<file path="src/rtl/ddr_burst_responder.sv">
// rtl/ddr_burst_responder.sv - bridges a burst requester onto a native DDR controller port
// One burst in flight at a time; write/read requests are arbitrated round-robin.
module ddr_burst_responder #(
   parameter int DATA_WIDTH = 256,
   parameter int ADDR_WIDTH = 28
) (
   input  logic                    clk,
   input  logic                    rst_n,
   input  logic                    init_calib_complete,
   input  logic                    wr_burst_req,
   input  logic [ADDR_WIDTH-4:0]   wr_burst_addr,
   input  logic [9:0]              wr_burst_len,
   output logic                    wr_burst_data_req,
   input  logic [DATA_WIDTH-1:0]   wr_burst_data,
   output logic                    wr_burst_finish,
   input  logic                    rd_burst_req,
   input  logic [ADDR_WIDTH-4:0]   rd_burst_addr,
   input  logic [9:0]              rd_burst_len,
   output logic                    rd_burst_data_valid,
   output logic [DATA_WIDTH-1:0]   rd_burst_data,
   output logic                    rd_burst_finish,
   output logic                    cmd_en,
   output logic [2:0]              cmd,
   output logic [ADDR_WIDTH-1:0]   addr,
   input  logic                    cmd_ready,
   output logic                    wr_data_en,
   output logic [DATA_WIDTH-1:0]   wr_data,
   output logic [DATA_WIDTH/8-1:0] wr_data_mask,
   input  logic                    wr_data_rdy,
   input  logic                    rd_data_valid,
   input  logic [DATA_WIDTH-1:0]   rd_data
);

   localparam int BW = ADDR_WIDTH - 3;

   localparam logic [2:0] IDLE    = 3'd0;
   localparam logic [2:0] WR      = 3'd1;
   localparam logic [2:0] WR_DONE = 3'd2;
   localparam logic [2:0] RD      = 3'd3;
   localparam logic [2:0] RD_DONE = 3'd4;

   logic [2:0]    state;
   logic [BW-1:0] beat_addr;
   logic [9:0]    len_q;
   logic [9:0]    cmd_cnt;
   logic [9:0]    data_cnt;
   logic          last_rd;
   logic          in_burst;
   logic          wr_fire;
   logic          rd_fire;
   logic          go_wr;
   logic          go_rd;
   logic [9:0]    cmd_cnt_nxt;
   logic [9:0]    data_cnt_nxt;

   assign in_burst = (state == WR) || (state == RD);
   assign cmd_en   = in_burst && cmd_ready && (cmd_cnt < len_q);
   assign cmd      = (state == RD) ? 3'b001 : 3'b000;
   assign addr     = {beat_addr, 3'b000};

   // Requester FIFO is show-ahead, so its head word goes straight to the controller.
   assign wr_fire           = (state == WR) && wr_data_rdy && (data_cnt < len_q);
   assign wr_data_en        = wr_fire;
   assign wr_burst_data_req = wr_fire;
   assign wr_data           = wr_burst_data;
   assign wr_data_mask      = '0;

   // data_cnt counts write beats sent in WR and read beats received in RD.
   assign rd_fire = (state == RD) && rd_data_valid && (data_cnt < len_q);

   assign wr_burst_finish = (state == WR_DONE);
   assign rd_burst_finish = (state == RD_DONE);

   // last_rd set means the read was served last, so a tie goes to write.
   assign go_wr = init_calib_complete && wr_burst_req && (!rd_burst_req || last_rd);
   assign go_rd = init_calib_complete && rd_burst_req && !go_wr;

   assign cmd_cnt_nxt  = cmd_cnt + {9'd0, cmd_en};
   assign data_cnt_nxt = data_cnt + {9'd0, wr_fire | rd_fire};

   always_ff @(posedge clk or negedge rst_n) begin
      if (!rst_n) begin
         state     <= IDLE;
         beat_addr <= '0;
         len_q     <= '0;
         cmd_cnt   <= '0;
         data_cnt  <= '0;
         last_rd   <= 1'b1;
      end else begin
         if (cmd_en) begin
            beat_addr <= beat_addr + 1'b1;
         end
         cmd_cnt  <= cmd_cnt_nxt;
         data_cnt <= data_cnt_nxt;
         case (state)
            IDLE: begin
               if (go_wr || go_rd) begin
                  beat_addr <= go_wr ? wr_burst_addr : rd_burst_addr;
                  len_q     <= go_wr ? wr_burst_len : rd_burst_len;
                  cmd_cnt   <= '0;
                  data_cnt  <= '0;
                  last_rd   <= go_rd;
                  if (go_wr) begin
                     state <= (wr_burst_len == 10'd0) ? WR_DONE : WR;
                  end else begin
                     state <= (rd_burst_len == 10'd0) ? RD_DONE : RD;
                  end
               end
            end
            // Finish follows the last write beat directly, so exit on the updated counts.
            WR: begin
               if ((cmd_cnt_nxt == len_q) && (data_cnt_nxt == len_q)) begin
                  state <= WR_DONE;
               end
            end
            // Read finish must trail the registered last beat, so exit on the current counts.
            RD: begin
               if ((cmd_cnt == len_q) && (data_cnt == len_q)) begin
                  state <= RD_DONE;
               end
            end
            WR_DONE: state <= IDLE;
            RD_DONE: state <= IDLE;
            default: state <= IDLE;
         endcase
      end
   end

   always_ff @(posedge clk or negedge rst_n) begin
      if (!rst_n) begin
         rd_burst_data_valid <= 1'b0;
         rd_burst_data       <= '0;
      end else begin
         rd_burst_data_valid <= rd_fire;
         if (rd_fire) begin
            rd_burst_data <= rd_data;
         end
      end
   end

endmodule

</file>
<file path="config.mk">
export PLATFORM = sky130hd
export DESIGN_NAME = ddr_burst_responder
export DESIGN_NICKNAME = d
export VERILOG_FILES = /design/src/rtl/ddr_burst_responder.sv
export SDC_FILE = /design/constraint.sdc
export NUM_CORES = 1
export LEC_CHECK = 0
export BUFFER_PORTS_ARGS = -buffer_cell sky130_fd_sc_hd__buf_2
export CORE_AREA = 3 3 451 453
export CTS_CLUSTER_DIAMETER = 30
export DETAILED_ROUTE_END_ITERATION = 10
export DIE_AREA = 0 0 454 456
export PLACE_DENSITY = 0.38
export SYNTH_ARGS = -nofsm -noshare
export SYNTH_HDL_FRONTEND = slang
export SYNTH_SLANG_ARGS = --single-unit
</file>
<file path="constraint.sdc">
create_clock -name clk -period 3.5 [get_ports clk]
set_input_delay 0.35 -clock clk [delete_from_list [all_inputs] [get_ports clk]]
set_output_delay 0.35 -clock clk [all_outputs]
set_load 0.01 [all_outputs]
</file>
Word-level counts from Yosys, hierarchy flattened
Cells that the tools add are included.

cells by class
  $add $sub $neg = 3
  $lt $le $gt $ge = 2
  equal/unequal tests = 11
  muxes and demuxes = 17
  bitwise gates (word level) = 1
  reductions and logical operators = 22

operators by type and width
  operator                                                                  count
  25-bit two-way mux                                                        4
  10-bit two-way mux                                                        5
  10-bit equality test                                                      4
  25-bit by 1-bit adder with 25-bit output (second input constant)          1
  10-bit by 1-bit adder with 10-bit output                                  2
  10-bit logical NOT                                                        2
  10-bit less-than comparator                                               2
  3-bit two-way mux                                                         5
  1-bit logical AND                                                         12
  3-bit case mux with 3 select lines                                        1
  3-bit by 2-bit equality test with 1-bit output (second input constant)    2
  2-bit by 1-bit inequality test with 1-bit output (second input constant)  2
  3-bit by 1-bit equality test with 1-bit output (second input constant)    1
  3-bit equality test (second input constant)                               1
  3-bit logical NOT                                                         1
  1-bit logical OR                                                          3
  3-bit AND reduction                                                       1
  1-bit logical NOT                                                         2
  2-bit two-way mux                                                         1
  2-bit inequality test (second input constant)                             1
  2-bit AND reduction                                                       1
  1-bit two-way mux                                                         1
  1-bit bitwise OR                                                          1

storage, ports and cells
  register bits = 316
  input port bits = 590
  output and inout bits = 581
  logic and storage cells = 64

Logic depth before layout (Yosys ltp)
  depth after elaboration = 9
  gate-level depth with buffers = 19
  mapped depth without buffers = 17

Worst setup path before layout
OpenSTA, ideal clock, no wires.

  path kind = reg2reg
  start = register len_q[7]
  end = register state[0]
  library setup time = 0.128 ns
  data arrival time = 3.614 ns
  required time = 3.372 ns
  slack = -0.242 ns
  cell stages (with the launch flop) = 19
  buffers on the path = 2
  clock period less this slack = 3.742 ns
  cell sequence = dfrtp_1 > inv_1 > ha_1 > nand4_1 > nor2_1 > a21oi_1 > o211a_1 > nand3_1 > buf_2 > buf_2 > nand2b_1 > ha_1 > ha_1 > and3_1 > or2_1 > mux2_2 > nand4b_2 > o31ai_4 > mux2_1

on the way
  cells in the longest elaborated chain, start to end = 8
  elaborated cells between the ends (all ways) = 17
  those cells by class = add/sub (2); order compare (2); eq/ne (6); bitwise (1); reduce/logical (6)

ends and longest elaborated chain
  what                                                        line    source
  start: declaration                                          44      logic [9:0] len_q;
  start signal: assignment                                    99      len_q <= go_wr ? wr_burst_len : rd_burst_len;
  10-bit less-than comparator                                 62, 69
  1-bit logical AND, on equally long branches                 62, 69
  1-bit bitwise OR                                            79      assign data_cnt_nxt = data_cnt + {9'd0, wr_fire | rd_fire};
  10-bit by 1-bit adder with 10-bit output                    79
  10-bit equality test                                        112     if ((cmd_cnt_nxt == len_q) && (data_cnt_nxt == len_q)) begin
  1-bit logical AND                                           112
  2-bit by 1-bit inequality test with 1-bit output (no line)  --
  3-bit AND reduction (no line) (*)                           --
  end signal: assignment                                      104     state <= (wr_burst_len == 10'd0) ? WR_DONE : WR;
  end signal: assignment                                      106     state <= (rd_burst_len == 10'd0) ? RD_DONE : RD;
  end: declaration                                            42      logic [2:0] state;

Every way passes the cells marked *; elsewhere a longest branch is shown, timed or not.
A chain may end at the register's enable or synchronous reset.

Worst setup path after layout
  start = register data_cnt[9]
  end = register state[0]

on the way
  cells in the longest elaborated chain, start to end = 8
  elaborated cells between the ends (all ways) = 12
  those cells by class = add/sub (1); order compare (1); eq/ne (4); bitwise (1); reduce/logical (5)

ends and longest elaborated chain
  what                                                        line    source
  start: declaration                                          46      logic [9:0] data_cnt;
  start signal: assignment                                    94      data_cnt <= data_cnt_nxt;
  10-bit less-than comparator                                 62, 69
  1-bit logical AND, on equally long branches                 62, 69
  1-bit bitwise OR                                            79
  10-bit by 1-bit adder with 10-bit output                    79
  10-bit equality test                                        112
  1-bit logical AND                                           112
  2-bit by 1-bit inequality test with 1-bit output (no line)  --
  3-bit AND reduction (no line) (*)                           --

Marks and branches as above.

==> qor.csv <==
metric;value;unit
status;finished with violations;
failing checks;negative setup slack;
Root Driver;clkbuf_16;
Pleak;12.5;nW
Worst Path Buf+Inv;11;
num ports;1171;
global-route wire length before repair;118000;um
clock power share;40.0;%
largest net degree at the start of global routing;110;
core box area;0.200;mm2
WL/cell;17.5;um
Sw Ratio;34.6;%
Crit path required time;4.06;ns
Initial Util;7.94;%
Vias;13500;
Pre-antenna DRT Iters;5;
Fin. Hold Viols;0;
Final HPWL DP;69400;um
post-synth top area cell;dfrtp_1;
CTS tree;yes;
Post-Route Skew;0.0652;ns
crit-path max FO;2;
Syn Area/Cell;11.9;um2
Seq pwr share;26.6;%
worst rel slew slack;40.2;%
Pint;16.2;mW
Syn Inst Count;1331;
Clock Pin Slew Worst Setup and Hold Paths;0.04;ns
Initial DRC Count;658;
PortBufs;621;
final core occ;14.1;%
Tcrit/Tclk final;101;%
final routed DRC violation total;0;
via density per instance;2.74;
Yosys reg bits;316;
share of cells above drive strength 1;53.8;%
Worst Path Arrival;4.11;ns
clk_lat worst skew;0.74;ns
Post-Syn Area;0.0158;mm2
Synth warnings;0;
Tot GR Track Use;8.16;%
total CTS buffers;109;
die span in y;456;um
die width;454;um
reg2reg setup slack;-0.05;ns
RSZ-0062 raised after global routing;yes;
synthesis-to-finish area growth;77.4;%
antenna violations before repair;31;
RD Place Congestion;0.818;
Slew Viols, Final;0;
Final ANT Viol Nets;0;
H-tree levels;3;
Clock Sinks;316;
ys async rst share;100;%
min cycle time layout;3.55;ns
most frequent CP cell;buf_4;
maxcap violations;0;
Slew @ Worst Pin;0.897;ns
DIE AREA;0.207;mm2
Clock Tree Buf Depth;3;
post-synthesis sequential area ratio;49.9;%
HP Class;in -> reg;
share of the synthesized area in the top cell type;49.7;%
Total Nets Final;2786;
worst-case vdd ir drop;438;uV
ys flop type;dfrtp_1;
max frequency;0.282;GHz
Crit path max-delay family;buffers and inverters;
DRT Wirelength;86300;um
max incr delay on CP;0.41;ns
Fill cells;22500;
Cell Rows;164;
count of cell types in the netlist;62;
final setup fails;1;
Pwr Total;24.7;mW
Net Sw Power;8.55;mW
Setup crit end kind;flip-flop;
Fin Hold WS;0.0574;ns
CP Launch Type;flip-flop;
slowest CP cell;dfrtp_1;
grt total ovfl;0;
leading post-synthesis cells by cell area;dfrtp_1 50%, mux2_2 18%, buf_4 14%;
final worst slack;-0.0466;ns
vias in the first global route;15000;
number of synthesized flops with an enable pin;0;
CP Class;reg -> reg;
worst path cell trace;ha_4 -> nand4_1 -> nor2_2 -> buf_4 -> buf_4 -> buf_4 -> buf_4 -> buf_4 -> buf_4 -> buf_4 -> buf_4 -> buf_4 -> buf_4 -> buf_4 -> a31oi_1 -> a21oi_1 -> o21ai_0 -> o31ai_4 -> mux2_4;
PwrDens;879;mW/mm2
Comb pwr share;33.3;%
[sequential cells by signal (all words and copies together) (netlist names)]
| name | flops |
|---|---|
| len_q | 10 |
| beat_addr | 25 |
| data_cnt | 10 |
| cmd_cnt | 10 |
| last_rd | 1 |
| rd_burst_data | 256 |
| state | 3 |
| rd_burst_data_valid | 1 |
[placed cells by master, fill, tap and decap left out, types with 10 or more instances in the layout]
cell,Yosys,final
a21oi_1,27,23
a31oi_1,19,18
and2_1,10,10
and3_1,26,24
buf_2,26,620
buf_4,294,93
clkbuf_1,18,17
clkbuf_16,0,109
clkbuf_8,0,21
clkinv_2,0,19
clkinvlp_4,0,13
conb_1,1,37
dfrtp_1,315,315
diode_2,0,15
dlygate4sd3_1,0,315
ha_1,25,14
ha_4,0,10
inv_1,25,22
mux2_2,257,257
nand2_1,88,88
nand3_1,18,17
nand4_1,15,15
nor2_1,38,36
xnor2_1,14,14
xor2_1,25,22
[synthesized netlist by cell type (2+ instances only)]
cell and instances:
a211oi_2 2, a21o_1 5, a21oi_1 27, a21oi_2 2, a31oi_1 19, and2_1 10
and3_1 26, and4_1 3, and4_4 2, buf_1 3, buf_2 26, buf_4 294
clkbuf_1 18, dfrtp_1 315, ha_1 25, inv_1 25, mux2_2 257, mux2i_1 5
nand2_1 88, nand2b_1 4, nand3_1 18, nand4_1 15, nand4_2 2, nor2_1 38
nor2b_1 3, nor3_1 7, nor3b_1 2, nor4_1 5, o211ai_1 2, o21a_1 4
o21ai_0 9, o22a_1 2, or3_1 2, xnor2_1 14, xor2_1 25
[metrics by stage]
step	setup WS [ns]	instances	setup TNS (ns)	area, um2
global placement	-0.192	4385	-0.209	20700
global route	-0.174	4925	-0.363	28100
floorplan	-0.0795	1367	-0.0795	16000
finish	-0.0466	4935	-0.0466	28100
detailed placement	-0.262	4385	-0.393	20700
CTS	-0.0806	4916	-0.0806	27900
[routing by layer]
metal  track usage, %  part of all wire [%]
met5            0.443                  0.15
met4             4.74                   5.5
met3             2.90                   8.1
met1             9.74                    41
met2             12.5                    45
[final cells by class]
type                    instances  area (um2)  share of cell area, %
clock buffers                 147        3080                   11.0
diodes                         15        37.5                  0.134
well taps                    2656        3320                   11.8
repair buffers               1035        7080                   25.2
clock inverters                57         752                   2.68
flip-flops and latches        316        7910                   28.1
inverters                      25        93.8                  0.334
multi-input cells             684        5830                   20.8
[kinds of logic after synthesis]
| kind of cell | after synthesis | synth area share, % |
|---|---|---|
| AOI/OAI and AO/OA | 86 | 3.80 |
| xor gates and xnor gates | 39 | 2.16 |
| adders and majority gates | 25 | 1.97 |
| buffers and inverters | 367 | 15.9 |
| DFF | 316 | 49.9 |
| muxes | 263 | 18.7 |
| other | 1 | 0.0237 |
| and+or+nand+nor | 234 | 7.61 |
[worst paths after layout]
| kind | start | end | depth (start not counted) |
|---|---|---|---|
| max in group asynchronous | rst_n | beat_addr[12]$_DFF_PN0_ | 3 |
| max | data_cnt[9]$_DFF_PN0_ | state[0]$_DFFE_PN0P_ | 19 |
| min reg2reg | rd_burst_data[200]$_DFFE_PN0P_ | rd_burst_data[200]$_DFFE_PN0P_ | 1 |
| min in group asynchronous | rst_n | rd_burst_data[207]$_DFFE_PN0P_ | 2 |
| max reg2reg | data_cnt[9]$_DFF_PN0_ | state[0]$_DFFE_PN0P_ | 19 |
| min | rd_data[34] | rd_burst_data[34]$_DFFE_PN0P_ | 2 |
[repair_timing]
item	CTS	global route
buffers inserted	13	4
setup endpoints to repair	3	211
pin swaps	15	18
gates resized for setup	14	24
hold buffers	315	0
cloned	0	0
hold endpoints to repair	346	0
[power groups by stage]
stage | clock network [mW] | logic (mW) | registers, mW
after floorplan | 0 | 3.24 | 7.20
after global placement | 0 | 7.74 | 6.57
after detailed placement | 0 | 7.80 | 6.60
after CTS | 10.3 | 8.38 | 6.58
after global routing | 10.5 | 8.87 | 6.81
final | 9.90 | 8.24 | 6.58
Note: power is estimated with default switching activity, not from simulation.
